==> src/rtl/ps2_scancode_fifo_if.sv <==
// Bus between the PS/2 scan-code FIFO and its neighbours: byte input from the
// line interface, event output to the consumer, and status/debug signals.
interface ps2_scancode_fifo_if #(
  parameter int AW = 3
);
  logic [7:0]  rx_data;
  logic        rx_valid;
  logic        rx_err;
  logic [9:0]  ev_data;
  logic        ev_valid;
  logic        ev_ready;
  logic [AW:0] count;
  logic        overflow;
  logic        ovf_clr;
  logic [7:0]  last_byte;
  logic [1:0]  dec_state;

  // Handshake: ev_data is the FIFO head whenever ev_valid=1; the head is
  // consumed on a rising clk edge where ev_valid && ev_ready. ev_ready while
  // empty has no effect. rx_valid is a level strobe; only its rising edge
  // delivers a byte.
  modport slave (
    input  rx_data, rx_valid, rx_err, ev_ready, ovf_clr,
    output ev_data, ev_valid, count, overflow, last_byte, dec_state
  );

  modport master (
    output rx_data, rx_valid, rx_err, ev_ready, ovf_clr,
    input  ev_data, ev_valid, count, overflow, last_byte, dec_state
  );
endinterface

==> src/rtl/ps2_scancode_fifo.sv <==
// PS/2 scan-code set 2 decoder (E0/F0 prefixes) feeding a show-ahead event FIFO
// with sticky overflow, occupancy count and raw last-byte capture.
module ps2_scancode_fifo #(
  parameter int DEPTH        = 8,
  parameter int AW           = 3,
  parameter bit FILTER_BREAK = 1'b0
) (
  input logic clk,
  input logic reset,
  ps2_scancode_fifo_if.slave bus
);

  typedef enum logic [1:0] {
    ST_IDLE = 2'd0,
    ST_E0   = 2'd1,
    ST_F0   = 2'd2,
    ST_E0F0 = 2'd3
  } dec_state_e;

  localparam logic [AW:0] FULL_CNT = (AW+1)'(DEPTH);

  dec_state_e    state_q, state_d;
  logic          rx_valid_q;
  logic [7:0]    last_byte_q, last_byte_d;
  logic [AW-1:0] wr_ptr_q, wr_ptr_d;
  logic [AW-1:0] rd_ptr_q, rd_ptr_d;
  logic [AW:0]   count_q, count_d;
  logic          overflow_q, overflow_d;
  logic [9:0]    mem_q [DEPTH];

  logic accept, ev_emit, push, pop, full, drop, ext, brk;

  always_comb begin
    ext         = (state_q == ST_E0) || (state_q == ST_E0F0);
    brk         = (state_q == ST_F0) || (state_q == ST_E0F0);
    accept      = bus.rx_valid && !rx_valid_q;
    state_d     = state_q;
    ev_emit     = 1'b0;
    last_byte_d = last_byte_q;
    if (accept) last_byte_d = bus.rx_data;
    // A line error abandons any partial prefix and discards a coincident byte.
    if (bus.rx_err) begin
      state_d = ST_IDLE;
    end else if (accept) begin
      case (bus.rx_data)
        8'hE0: begin
          if (state_q == ST_IDLE)    state_d = ST_E0;
          else if (state_q == ST_F0) state_d = ST_E0F0;
        end
        8'hF0: begin
          if (state_q == ST_IDLE)    state_d = ST_F0;
          else if (state_q == ST_E0) state_d = ST_E0F0;
        end
        8'h00, 8'hFF: state_d = ST_IDLE;
        default: begin
          state_d = ST_IDLE;
          ev_emit = !(FILTER_BREAK && brk);
        end
      endcase
    end

    full       = (count_q == FULL_CNT);
    pop        = (count_q != '0) && bus.ev_ready;
    // A simultaneous pop frees a slot, so a push into a full FIFO still lands.
    push       = ev_emit && (!full || pop);
    drop       = ev_emit && full && !pop;
    wr_ptr_d   = push ? wr_ptr_q + 1'b1 : wr_ptr_q;
    rd_ptr_d   = pop ? rd_ptr_q + 1'b1 : rd_ptr_q;
    count_d    = count_q + {{AW{1'b0}}, push} - {{AW{1'b0}}, pop};
    overflow_d = drop ? 1'b1 : (bus.ovf_clr ? 1'b0 : overflow_q);
  end

  always_ff @(posedge clk) begin
    if (reset) begin
      state_q     <= ST_IDLE;
      rx_valid_q  <= 1'b1;
      last_byte_q <= 8'h00;
      wr_ptr_q    <= '0;
      rd_ptr_q    <= '0;
      count_q     <= '0;
      overflow_q  <= 1'b0;
    end else begin
      state_q     <= state_d;
      rx_valid_q  <= bus.rx_valid;
      last_byte_q <= last_byte_d;
      wr_ptr_q    <= wr_ptr_d;
      rd_ptr_q    <= rd_ptr_d;
      count_q     <= count_d;
      overflow_q  <= overflow_d;
    end
  end

  always_ff @(posedge clk) begin
    if (push && !reset) mem_q[wr_ptr_q] <= {ext, brk, bus.rx_data};
  end

  assign bus.ev_data   = mem_q[rd_ptr_q];
  assign bus.ev_valid  = (count_q != '0);
  assign bus.count     = count_q;
  assign bus.overflow  = overflow_q;
  assign bus.last_byte = last_byte_q;
  assign bus.dec_state = state_q;

endmodule

==> src/flat_wrapper.sv <==
// flat-port wrapper written by rule: the top's interface ports become plain ports
module ps2_scancode_fifo_flat 
#(
  parameter int DEPTH        = 8,
  parameter int AW           = 3,
  parameter bit FILTER_BREAK = 1'b0
)
  (clk, reset, bus_rx_data, bus_rx_valid, bus_rx_err, bus_ev_ready, bus_ovf_clr, bus_ev_data, bus_ev_valid, bus_count, bus_overflow, bus_last_byte, bus_dec_state);
  ps2_scancode_fifo_if #(.AW(AW)) bus_i ();
  input logic clk;
  input logic reset;
  input wire logic [$bits(bus_i.rx_data)-1:0] bus_rx_data;
  input wire logic [$bits(bus_i.rx_valid)-1:0] bus_rx_valid;
  input wire logic [$bits(bus_i.rx_err)-1:0] bus_rx_err;
  input wire logic [$bits(bus_i.ev_ready)-1:0] bus_ev_ready;
  input wire logic [$bits(bus_i.ovf_clr)-1:0] bus_ovf_clr;
  output wire logic [$bits(bus_i.ev_data)-1:0] bus_ev_data;
  output wire logic [$bits(bus_i.ev_valid)-1:0] bus_ev_valid;
  output wire logic [$bits(bus_i.count)-1:0] bus_count;
  output wire logic [$bits(bus_i.overflow)-1:0] bus_overflow;
  output wire logic [$bits(bus_i.last_byte)-1:0] bus_last_byte;
  output wire logic [$bits(bus_i.dec_state)-1:0] bus_dec_state;
  assign bus_i.rx_data = bus_rx_data;
  assign bus_i.rx_valid = bus_rx_valid;
  assign bus_i.rx_err = bus_rx_err;
  assign bus_i.ev_ready = bus_ev_ready;
  assign bus_i.ovf_clr = bus_ovf_clr;
  assign bus_ev_data = bus_i.ev_data;
  assign bus_ev_valid = bus_i.ev_valid;
  assign bus_count = bus_i.count;
  assign bus_overflow = bus_i.overflow;
  assign bus_last_byte = bus_i.last_byte;
  assign bus_dec_state = bus_i.dec_state;
  ps2_scancode_fifo #(.DEPTH(DEPTH), .AW(AW), .FILTER_BREAK(FILTER_BREAK)) u_core (.clk(clk), .reset(reset), .bus(bus_i));
endmodule
==> config.mk <==
export PLATFORM = sky130hd
export DESIGN_NAME = ps2_scancode_fifo_flat
export DESIGN_NICKNAME = d
export VERILOG_FILES = /design/src/rtl/ps2_scancode_fifo_if.sv /design/src/rtl/ps2_scancode_fifo.sv /design/src/flat_wrapper.sv
export SDC_FILE = /design/constraint.sdc
export NUM_CORES = 1
export LEC_CHECK = 0
export CAP_MARGIN = 20
export CORE_UTILIZATION = 55
export DETAILED_ROUTE_END_ITERATION = 10
export PLACE_DENSITY = 0.85
export SETUP_SLACK_MARGIN = 0.4
export SLEW_MARGIN = 30
export SYNTH_ARGS = -nofsm -noshare
export SYNTH_HDL_FRONTEND = slang
export SYNTH_SLANG_ARGS = --single-unit
export TNS_END_PERCENT = 5
==> constraint.sdc <==
create_clock -name clk -period 3.73 [get_ports clk]
set_clock_uncertainty 0.15 [all_clocks]
set_input_delay 0.373 -clock clk [delete_from_list [all_inputs] [get_ports clk]]
set_output_delay 0.373 -clock clk [all_outputs]
set_load 0.05 [all_outputs]
=== Word-level counts from Yosys, hierarchy flattened ===
Memories as Yosys holds them, arrays and structs flattened. A register that Yosys moved wholly into a read port is not among the register bits.
Index checks and enable logic that the tools add are counted.

* Add/subtract/negate cells: 4
* Equal/unequal tests: 9
* Muxes and demuxes: 14
* Reductions and logical operators: 20

{| class="wikitable"
|+ Operators by type and width
! kind !! count
|-
| $eq 8x8->1 const B || 3
|-
| $logic_not 8->1 || 1
|-
| $mux 2 || 4
|-
| $mux 1 || 7
|-
| $add 3x1->3 const B || 2
|-
| $logic_and 1x1->1 || 6
|-
| $mux 3 || 2
|-
| $ne 3x1->1 const B || 2
|-
| $add 4x1->4 || 1
|-
| $eq 2x2->1 const B || 2
|-
| $eq 4x4->1 const B || 1
|-
| $logic_not 1->1 || 4
|-
| $pmux 2 s2 || 1
|-
| $reduce_bool 4->1 || 1
|-
| $reduce_or 4->1 || 1
|-
| $sub 4x1->4 || 1
|-
| $logic_or 1x1->1 || 3
|-
| $reduce_and 3->1 || 1
|-
| $eq 2x1->1 const B || 1
|-
| $logic_not 2->1 || 1
|-
| $reduce_bool 2->1 || 1
|-
| $reduce_or 2->1 || 1
|}

* Flip-flop bits (word level): 22
* Memory bits (writable): 80
* Input bits: 14
* Word-level logic and storage cells: 55
* Memories: 1

{| class="wikitable"
|+ Memory list
! memory !! depth !! bits a word !! read ports !! clocked after memory_dff !! write ports !! RTL line !! RTL
|-
| u_core.mem_q || 8 || 10 || 1 || 1 || 1 || ps2_scancode_fifo.sv:29 || <nowiki>logic [9:0] mem_q [DEPTH];</nowiki>
|}

=== Logic depth before layout (Yosys ltp) ===
Gate-level depths: netlist (run 1).

* Depth in word-level cells: 9
* Gate-level depth with buffers: 12

=== Least setup slack after synthesis (run 1) ===
Ideal clock, no wire load.

* Kind: flip-flop to flip-flop
* From: reg u_core.count_q[2] (netlist: u_core.bus.count[2])
* To: mem u_core.mem_q[4][0] (enable)
* Arrival time: 2841 ps
* Required time: 3176 ps
* Setup slack: 335 ps
* Cell stages (with the launch flop): 8
* Buffers on the path: 0
* Clock period less this slack: 3395 ps
* Cells stage by stage: dfxtp_1 > inv_1 > ha_1 > nand2b_1 > and3_1 > nor4_4 > nand2_1 > nor4_1

* Longest elaborated chain between the ends: 7

{| class="wikitable"
|+ Ends and longest elaborated chain
! item !! RTL line !! RTL
|-
| from (decl) || ps2_scancode_fifo.sv:27 || <nowiki>logic [AW:0] count_q, count_d;</nowiki>
|-
| from (signal assigned) || ps2_scancode_fifo.sv:88 || <nowiki>count_q <= count_d;</nowiki>
|-
| $eq 4x4->1 / $reduce_bool 4->1 (equally long branches) || ps2_scancode_fifo.sv:62, ps2_scancode_fifo.sv:63 ||
|-
| $logic_not 1->1 / $logic_and 1x1->1 (equally long branches) || ps2_scancode_fifo.sv:65, ps2_scancode_fifo.sv:63 ||
|-
| $logic_or 1x1->1 * || ps2_scancode_fifo.sv:65 || <nowiki>push = ev_emit && (!full || pop);</nowiki>
|-
| $logic_and 1x1->1 * || ps2_scancode_fifo.sv:65 ||
|-
| $logic_and 1x1->1 * || ps2_scancode_fifo.sv:94 || <nowiki>if (push && !reset) mem_q[wr_ptr_q] <= {ext, brk, bus.rx_data};</nowiki>
|-
| $mux 1 * || ps2_scancode_fifo.sv:94 ||
|-
| $mux 1 (not written as such) * || ps2_scancode_fifo.sv:94 ||
|-
| to (decl) || ps2_scancode_fifo.sv:29 ||
|}

Mark *: on every way between the ends. The rest lies on a longest branch, timed or not.

==> results of run 1 <==
==> synthesized netlist by cell type <==
| master | number | share of area, % |
|---|---|---|
| mux2i_1 | 1 | 0.24 |
| nor4_1 | 2 | 0.30 |
| or2_1 | 1 | 0.15 |
| nand2b_1 | 5 | 0.75 |
| nand3_1 | 3 | 0.36 |
| nand3b_1 | 1 | 0.18 |
| edfxtp_1 | 80 | 58 |
| or3_1 | 1 | 0.15 |
| mux4_2 | 20 | 11 |
| fa_1 | 1 | 0.48 |
| nor2b_1 | 4 | 0.60 |
| and3_1 | 1 | 0.15 |
| buf_1 | 1 | 0.090 |
| nor3_1 | 2 | 0.24 |
| a21o_1 | 1 | 0.18 |
| dfxtp_1 | 25 | 12 |
| a21oi_1 | 12 | 1.4 |
| mux2_1 | 1 | 0.27 |
| nand3b_2 | 1 | 0.27 |
| a21oi_2 | 1 | 0.21 |
| nor2_1 | 20 | 1.8 |
| clkbuf_1 | 9 | 0.81 |
| xor2_1 | 3 | 0.63 |
| inv_1 | 8 | 0.72 |
| nor4_4 | 1 | 0.51 |
| a211oi_4 | 1 | 0.48 |
| nand4_1 | 2 | 0.30 |
| ha_1 | 8 | 2.4 |
| or4_4 | 1 | 0.27 |
| nor3_2 | 1 | 0.24 |
| xnor2_1 | 1 | 0.21 |
| buf_2 | 2 | 0.24 |
| o21ai_1 | 2 | 0.24 |
| nand2_1 | 23 | 2.1 |
| mux2_2 | 10 | 2.7 |
==> kinds of logic after synthesis <==
family	Yosys count	synth area share, %
DFF	105	69.54
and+or+nand+nor	69	8.333
xor gates and xnor gates	4	0.8395
buffers and inverters	20	1.858
adders and majority gates	9	2.878
muxes	32	14.00
AOI/OAI and AO/OA	17	2.548
==> worst min-delay path, cell delays in order (launching register included) <==
cell     delay [ps]
dfxtp_1         320
nand2_1          50
a21oi_1          50
==> power breakdown <==
group          total [uW]  switching, uW  internal (uW)
registers            1320           28.8           1290
logic                 887            506            381
clock network         698            383            315
==> final timing paths <==
kind	cells after the start	slack [ps]	from	endpoint
setup / recovery	4	630	flip-flop	bus_ev_data[3]
hold / removal	2	320	u_core.bus.last_byte[1]	u_core.bus.last_byte[1]
setup reg to reg	8	1170	u_core.bus.count[2]	u_core.mem_q[1][5]
hold reg to reg	2	320	u_core.bus.last_byte[1]	u_core.bus.last_byte[1]
==> metrics by stage <==
stage,instances,worst slack [ps]
final,413,627.3
after global routing,413,493.1
after floorplan,256,335.8
after detailed placement,397,695.9
after CTS,413,571.1
after global placement,397,811.3
==> registers in the layout (all words and copies together), names as in the netlist, named ones only <==
name,count
u_core.mem_q,80
u_core.bus.last_byte,8
u_core.bus.count,4
u_core.rd_ptr_q,3
u_core.wr_ptr_q,3
u_core.bus.dec_state,2
u_core.bus.overflow,1
u_core.rx_valid_q,1
==> cell type report <==
class                      instances  area, um^2  area share, %
clock buffer                       9       123.9          2.494
clock inverter                     7       76.32          1.537
timing repair buffer              54       503.0          10.13
sequential                       105        2903          58.45
tap                               99       123.9          2.494
multi-input combinational        131        1206          24.29
inverter                           8       30.03         0.6047
==> routing by layer <==
layer / global-route usage, % / vias up / wire length [um]
met5: 0 / - / 0
met4: 11.54 / 0 / 169
met3: 4.155 / 15 / 498
met2: 34.91 / 88 / 3783
met1: 27.30 / 1126 / 3132
li1: - / 1063 / -
==> key figures, run 1 <==
Clocking
  • CTS root buffer: clkbuf_8
  • Bufs on Longest Clock Path: 2
  • CTS buffer count: 9
  • Hold Buf Count CTS: 0
  • PostCTS Resize Cnt: 0
  • Clk pin slew, worst setup/hold paths: 100 ps
  • H-tree Lvls: 3
  • Worst-Skew Late Latency: 350 ps
  • Clock sink count: 105
  • TritonCTS clock tree: built
  • Post-CTS setup buffer count: 0

GRT
  • Initial antenna violation count: 0
  • Largest net degree at the start of global routing: 28
  • Total GRT Usage: 21.37%
  • Vias in the first global route: 2350
  • GR Overflow Total: 0
  • Global-route wire length before repair: 11790 um

Finish
  • Finished Cell Area: 4966 um^2
  • Share of post-route cells with drive strength above 1: 21.97%
  • Final net count: 332
  • Fill count: 514
  • Commonest non-fill, non-tap cell in the layout: edfxtp_1
  • P&R area growth vs syn: 18.97%
  • Ant. Diodes: 0
  • Most frequent cells in the layout: edfxtp_1, clkdlybuf4s50_1, dfxtp_1, nand2_1
  • Final core occ: 68.10%

Timing
  • Fmax achieved: 0.3223 GHz
  • Final setup fails: 0
  • Final Max Slew Viols: 0
  • Fin. Hold Viols: 0
  • Fin crit share: 83.18%
  • Worst-Margin Slew: 596.4 ps
  • Min Tclk post-route: 3103 ps
  • Relative slew margins: 60.19%
  • RSZ-0062 raised after global routing: false
  • Hold WS: 316.2 ps
  • TNS Setup: 0 ps

Routing
  • Final wirelength: 7584 um
  • DR vias/cell: 5.550
  • Initial drt markers: 163
  • DR DRC count: 0
  • Router iterations before antenna repair: 4
  • Vias: 2292
  • Detail Route Antenna Nets: 0
  • WL per Instance: 18.36 um

Power
  • Static leakage: 0.001609 uW
  • Total power: 2907 uW
  • PD cells: 585.3 nW/um^2
  • Max IR drop VDD: 516.1 uV

Setup path
  • Buf+Inv Stages, Crit Path: 2
  • CP Class: reg -> out
  • Critical Path Start Type: flip-flop
  • Crit-path cells: buf_4 > mux4_2 > mux2_2 > clkdlybuf4s50_1
  • Worst Path Max Fanout: 20
  • Worst Setup End Kind: output port
  • Kind of cell adding the most delay to the critical path: buffers and inverters
  • Crit-path max cell delay: 700 ps
  • Arrival time at the worst endpoint: 2580 ps
  • Worst EP required: 3210 ps
  • Slowest cell on crit path: clkdlybuf4s50_1

Yosys
  • Synth Instances: 256
  • Avg Cell Area, Syn: 16.30 um^2
  • Syn. warnings: 0
  • Syn_nets: 279
  • Post-synthesis sequential area ratio: 69.54%
  • Post-synthesis cell area: 4174 um^2
  • Cell variety after synth: 35
  • Seq cells post-synth: 105

Placed design
  • Final HPWL DP: 4824 um
  • IO buf count: 39
  • Post-DP Area: 4766 um^2
  • Global placement routability congestion: 0.7717

Die
  • Die W: 89.12 um
  • Initial Util: 57.24%
  • Total die area: 7941 um^2
  • Die height: 89.12 um
  • IO Count: 40
  • Core area: 7292 um^2
  • Std cell rows: 31

Outcome
  • Outcome: complete, no violations

Worst hold path
  • Worst hold path class: reg -> reg

Flow run
  • Max-cap violations: 0
Power figures use the tool's default switching activity.
==> run 2, diff against run 1 <==
- clock period: 3.73 -> 2.9 ns (I/O delays scaled with it)
==> key figures, run 2 (synthesis gave the netlist of run 1 again) <==
Outcome
  • Outcome: complete, no violations (unchanged)

Worst hold path
  • WHS Path Cells: 3 (was 2)
  • Worst hold path class: in -> reg (was reg -> reg)

Finish
  • Share of post-route cells with drive strength above 1: 31.35% (was 21.97%)
  • Final core occ: 70.52% (was 68.10%)
  • Non-Filler Instances: 418 (was 413)
  • Commonest non-fill, non-tap cell in the layout: edfxtp_1 (unchanged)
  • P&R area growth vs syn: 23.20% (was 18.97%)
  • Register area: 2912 um^2 (was 2903 um^2)
  • Final net count: 337 (was 332)
  • Fill count: 486 (was 514)
  • Most frequent cells in the layout: edfxtp_1, clkdlybuf4s50_1, buf_4, dfxtp_1, nand2_1 (was edfxtp_1, clkdlybuf4s50_1, dfxtp_1, nand2_1)
  • Area of the multi-input gates: 1291 um^2 (was 1206 um^2)
  • Max FFs per register: 80 (unchanged)
  • Most flop-heavy register: u_core.mem_q (unchanged)
  • Ant. Diodes: 0 (unchanged)

Clocking
  • TritonCTS clock tree: built (unchanged)
  • Clock sink count: 105 (unchanged)
  • Worst-Skew Late Latency: 370 ps (was 350 ps)
  • H-tree Lvls: 3 (unchanged)
  • CTS buffer count: 9 (unchanged)
  • Bufs on Longest Clock Path: 2 (unchanged)
  • CTS root buffer: clkbuf_8 (unchanged)
  • Clk pin slew, worst setup/hold paths: 110 ps (was 100 ps)

Power
  • Max IR drop VDD: 619.1 uV (was 516.1 uV)
  • PD cells: 735.1 nW/um^2 (was 585.3 nW/um^2)
  • Clock share of power: 23.7% (was 24.0%)
  • Static leakage: 0.001676 uW (was 0.001609 uW)
  • Pint: 2521 uW (was 1989 uW)
  • Sw Pwr: 1260 uW (was 917.6 uW)
  • Sw Ratio: 33.32% (was 31.57%)
  • Logic gate share of total power: 31.0% (was 30.5%)
  • Flop pwr share: 45.3% (was 45.5%)

Die
  • Die W: 89.12 um (unchanged)
  • Core area: 7292 um^2 (unchanged)
  • Total die area: 7941 um^2 (unchanged)
  • Initial Util: 57.24% (unchanged)
  • IO Count: 40 (unchanged)
  • Std cell rows: 31 (unchanged)
  • Die height: 89.12 um (unchanged)

Setup path
  • CP Class: in -> reg (was reg -> out)
  • Critical Path Start Type: input pin (was flip-flop)
  • Worst EP required: 3050 ps (was 3210 ps)
  • Worst Setup End Kind: flip-flop (was output port)
  • Arrival time at the worst endpoint: 2660 ps (was 2580 ps)
  • Worst Path Max Fanout: 4 (was 20)
  • R2R setup slack: 410 ps (was 1170 ps)
  • R2R depth: 7 (was 8)

Routing
  • WL per Instance: 18.67 um (was 18.36 um)
  • Detail Route Antenna Nets: 0 (unchanged)
  • Router iterations before antenna repair: 4 (unchanged)
  • DR vias/cell: 5.605 (was 5.550)
  • Vias: 2343 (was 2292)
  • Initial drt markers: 134 (was 163)
  • DR DRC count: 0 (unchanged)
  • Final wirelength: 7804 um (was 7584 um)

GRT
  • GR Overflow Total: 0 (unchanged)
  • Initial antenna violation count: 0 (unchanged)
  • Vias in the first global route: 2335 (was 2350)
  • Total GRT Usage: 21.56% (was 21.37%)
  • Global-route wire length before repair: 11900 um (was 11790 um)
  • Largest net degree at the start of global routing: 23 (was 28)

Timing
  • Final setup fails: 0 (unchanged)
  • RSZ-0062 raised after global routing: true (was false)
  • Hold WS: 153.6 ps (was 316.2 ps)
  • Final Max Slew Viols: 0 (unchanged)
  • Fin. Hold Viols: 0 (unchanged)
  • Fmax achieved: 0.3979 GHz
  • Relative slew margins: 59.88% (was 60.19%)
  • Worst-Margin Slew: 601.1 ps (was 596.4 ps)
  • Min Tclk post-route: 2513 ps
  • Fin crit share: 86.65%
  • PnR worst setup slack: 387.1 ps (was 627.3 ps)

Placed design
  • Pre-CTS setup slack: -76.05 ps (was 695.9 ps)
  • Global placement routability congestion: 0.7967 (was 0.7717)
  • Placed cell count: 399 (was 397)
  • Final HPWL DP: 5129 um (was 4824 um)
  • IO buf count: 39 (unchanged)

Flow run
  • Max-cap violations: 0 (unchanged)
run 2: changes by cell type in the layout (fill, tap and decap cells not counted), sizes merged:
cell	previous run	this run
buf	15	30
bufinv	1	0
clkdlybuf4s50	39	27
clkinv	2	3
clkinvlp	2	1
dlymetal6s2s	0	2
inv	10	11
run 2: final timing paths:
kind | from | endpoint
worst max-delay path | bus_rx_data[2] | u_core.bus.count[1]
worst min-delay path | bus_rx_data[1] | u_core.bus.last_byte[1]
worst max register to register | u_core.bus.count[2] | u_core.mem_q[7][2]
worst min register to register | u_core.bus.last_byte[0] | u_core.bus.last_byte[0]
run 2: final cells by class:
cell class / instances / area share, %
inverter: 8 / 0.6326
timing repair buffer: 59 / 11.17
sequential: 105 / 56.62
multi-input combinational: 131 / 25.11
clock inverter: 7 / 1.655
clock buffer: 9 / 2.409
tap: 99 / 2.409
run 2: power by group through the flow:
| stage | logic (uW) | registers (uW) | clock network (uW) |
|---|---|---|---|
| floorplan | 791 | 1830 | 0 |
| global placement | 1160 | 1740 | 0 |
| detailed placement | 1180 | 1740 | 0 |
| CTS | 1180 | 1710 | 904 |
| global route | 1260 | 1720 | 966 |
| finish | 1170 | 1710 | 896 |
run 2: worst max-delay path, cell delays in order:
cell and delay, ps:
clkdlybuf4s50_1 480, or4_4 560, a211oi_4 290, nor4_4 90, buf_4 150, ha_1 200, inv_1 70, fa_1 410
nor2_1 120
run 2: layer usage:
layer	up-vias	share of wire, %	global-route usage, %
li1	1075	-	-
met4	0	1.4	7.504
met5	-	0	0
met1	1158	42	28.79
met2	100	50	35.46
met3	10	6.0	4.709
run 2: stage by stage:
stage	setup TNS, ps	cell area (um^2)	total power, uW
5_1_grt	0	5142	3942
3_5_place_dp	-2185	4877	2923
4_1_cts	0	5086	3797
6_report	0	5142	3780
2_1_floorplan	0	4270	2621
3_3_place_gp	0	4877	2898
run 2: repair_timing:
action / 4_1_cts / 5_1_grt
setup endpoints to repair: 65 / 82
pin swaps: 0 / 3
gates cloned: 0 / 0
gates resized for setup: 0 / 6
hold buffers: 0 / 0
setup buffers: 0 / 3
hold endpoints to repair: 0 / 0
==> run 3, diff against run 2 <==
- CELL_PAD_IN_SITES_DETAIL_PLACEMENT: default -> 1
- CELL_PAD_IN_SITES_GLOBAL_PLACEMENT: default -> 2
- CORE_UTILIZATION: 55 -> 41
- CTS_CLUSTER_SIZE: default -> 30
- PLACE_DENSITY: 0.85 -> 0.86
==> key figures, run 3 (synthesis gave the netlist of run 1 again) <==
Outcome
  • Outcome: complete, no violations (unchanged)

Routing
  • Router iterations before antenna repair: 4 (unchanged)
  • DR vias/cell: 5.160 (was 5.605)
  • WL per Instance: 20.02 um (was 18.67 um)
  • Initial drt markers: 63 (was 134)
  • Vias: 2348 (was 2343)
  • DR DRC count: 0 (unchanged)
  • Top sig layer: met4 (unchanged)
  • WL met1: 4080 um (was 3289 um)
  • Routed wl met2: 4681 um (was 3939 um)
  • Routed met3 length: 223 um (was 468 um)
  • Final wirelength: 9111 um (was 7804 um)
  • Detail Route Antenna Nets: 0 (unchanged)

Clocking
  • Worst-Skew Late Latency: 370 ps (about the same)
  • Clk pin slew, worst setup/hold paths: 100 ps (was 110 ps)
  • TritonCTS clock tree: built (unchanged)
  • Clock sink count: 105 (unchanged)
  • Post-CTS setup buffer count: 0 (unchanged)
  • Bufs on Longest Clock Path: 2 (unchanged)
  • H-tree Lvls: 3 (unchanged)
  • CTS buffer count: 9 (unchanged)
  • CTS root buffer: clkbuf_8 (unchanged)

GRT
  • GR Overflow Total: 0 (unchanged)
  • Initial antenna violation count: 0 (unchanged)
  • Largest net degree at the start of global routing: 21 (was 23)
  • Total GRT Usage: 18.79% (was 21.56%)
  • Global-route wire length before repair: 13940 um (was 11900 um)
  • Vias in the first global route: 2539 (was 2335)

Placed design
  • IO buf count: 39 (unchanged)
  • Global placement routability congestion: 0.7163 (was 0.7967)
  • Pre-CTS setup slack: -18.23 ps (was -76.05 ps)
  • Final HPWL DP: 6154 um (was 5129 um)
  • Post-DP Area: 4990 um^2 (was 4877 um^2)
  • Placed cell count: 439 (was 399)

Setup path
  • Critical Path Most Common Cell: nor4_4
  • CP Class: in -> reg (unchanged)
  • Crit-path max cell delay: 510 ps (was 560 ps)
  • Worst EP required: 2840 ps (was 3050 ps)
  • Worst Setup End Kind: flip-flop (unchanged)
  • Arrival time at the worst endpoint: 2460 ps (was 2660 ps)
  • Critical Path Start Type: input pin (unchanged)
  • Worst Path Max Fanout: 10 (was 4)
  • Crit-path cells: clkdlybuf4s50_1 > buf_4 > nand4_1 > a21oi_2 > nor4_4 > nand2_2 > nor4_4 > buf_12 (was clkdlybuf4s50_1 > or4_4 > a211oi_4 > nor4_4 > buf_4 > ha_1 > inv_1 > fa_1 > nor2_1)
  • Slowest cell on crit path: clkdlybuf4s50_1 (was or4_4)

Timing
  • Fin crit share: 86.62% (was 86.65%)
  • Fin. Hold Viols: 0 (unchanged)
  • Hold WS: 316.4 ps (was 153.6 ps)
  • Fmax achieved: 0.3981 GHz (was 0.3979 GHz)
  • PnR worst setup slack: 388.0 ps (was 387.1 ps)
  • Worst-Margin Slew: 592.1 ps (was 601.1 ps)
  • Final Max Slew Viols: 0 (unchanged)
  • Final setup fails: 0 (unchanged)
  • TNS Setup: 0 ps (unchanged)
  • RSZ-0062 raised after global routing: true (unchanged)
  • Min Tclk post-route: 2512 ps (was 2513 ps)
  • Relative slew margins: 60.49% (was 59.88%)

Die
  • Die height: 102.9 um (was 89.12 um)
  • Die W: 102.9 um (was 89.12 um)
  • Initial Util: 42.51% (was 57.24%)
  • Std cell rows: 36 (was 31)
  • Total die area: 10590 um^2 (was 7941 um^2)
  • IO Count: 40 (unchanged)
  • Core area: 9819 um^2 (was 7292 um^2)

Finish
  • Non-Filler Instances: 455 (was 418)
  • Final net count: 340 (was 337)
  • Ant. Diodes: 0 (unchanged)
  • Commonest non-fill, non-tap cell in the layout: edfxtp_1 (unchanged)
  • Register area: 2912 um^2 (unchanged)
  • Most frequent cells in the layout: edfxtp_1, clkdlybuf4s50_1, buf_4, dfxtp_1, nand2_1 (unchanged)
  • Max FFs per register: 80 (unchanged)
  • Area of the multi-input gates: 1279 um^2 (was 1291 um^2)
  • P&R area growth vs syn: 24.13% (was 23.20%)
  • Most flop-heavy register: u_core.mem_q (unchanged)
  • Share of post-route cells with drive strength above 1: 31.37% (was 31.35%)
  • Finished Cell Area: 5181 um^2 (was 5142 um^2)
  • Fill count: 973 (was 486)

Power
  • Static leakage: 0.001669 uW (was 0.001676 uW)
  • Max IR drop VDD: 434.0 uV (was 619.1 uV)
  • PD cells: 728.5 nW/um^2 (was 735.1 nW/um^2)

Worst hold path
  • Worst hold path class: reg -> reg (was in -> reg)

Flow run
  • Max-cap violations: 0 (unchanged)
## run 3: cell types whose count changed in the layout (fill, tap and decap cells not counted), sizes merged
cell,before,now
buf,30,33
clkbuf,9,11
clkdlybuf4s50,27,28
clkinv,3,2
dlygate4sd2,0,1
dlymetal6s2s,2,0
inv,11,10
## run 3: final cells by class
class,instances,area share (%)
Clock buffer,11,2.729
Sequential cell,105,56.19
Multi-Input combinational cell,131,24.68
Timing Repair Buffer,62,11.81
Tap cell,133,3.212
Inverter,8,0.6279
Clock inverter,5,0.7486
## run 3: timing repair
item                       CTS  global route
setup endpoints to repair   30            42
hold buffers                 0             0
resized for setup            2             3
hold endpoints to repair     0             0
## run 3: routing by layer
layer  vias to the layer above  GRT usage, %
li1                       1081             -
met1                      1218         24.16
met2                        36         31.90
met3                        13         3.729
met4                         0         6.501
met5                         -             0
## run 3: power breakdown
part	internal [uW]	switching [uW]	total, uW
Clock	343	509	852
Combinational	521	686	1210
Sequential	1670	45.3	1720
## run 3: worst paths after layout
| path | start | end | slack, ps | cells past startpoint |
|---|---|---|---|---|
| worst min-delay path | u_core.bus.last_byte[1] | u_core.bus.last_byte[1] | 320 | 2 |
| worst max-delay path | bus_rx_data[0] | u_core.mem_q[4][9] | 390 | 8 |
| worst max register to register | u_core.bus.count[2] | u_core.mem_q[4][9] | 560 | 8 |
| worst min register to register | u_core.bus.last_byte[1] | u_core.bus.last_byte[1] | 320 | 2 |
## run 3: through the flow
stage          power, uW  util [%]
6_report            3775     52.76
3_5_place_dp        2953     50.82
5_1_grt             3935     52.76
4_1_cts             3790     52.68
3_3_place_gp        2922     50.82
2_1_floorplan       2621         -
## run 3: worst max-delay path, delay by kind of cell
kind | cells | cell delay (ps)
AND/OR/NAND/NOR | 4 | 1100
buffers and inverters | 3 | 940
AO/OA/AOI/OAI | 1 | 110
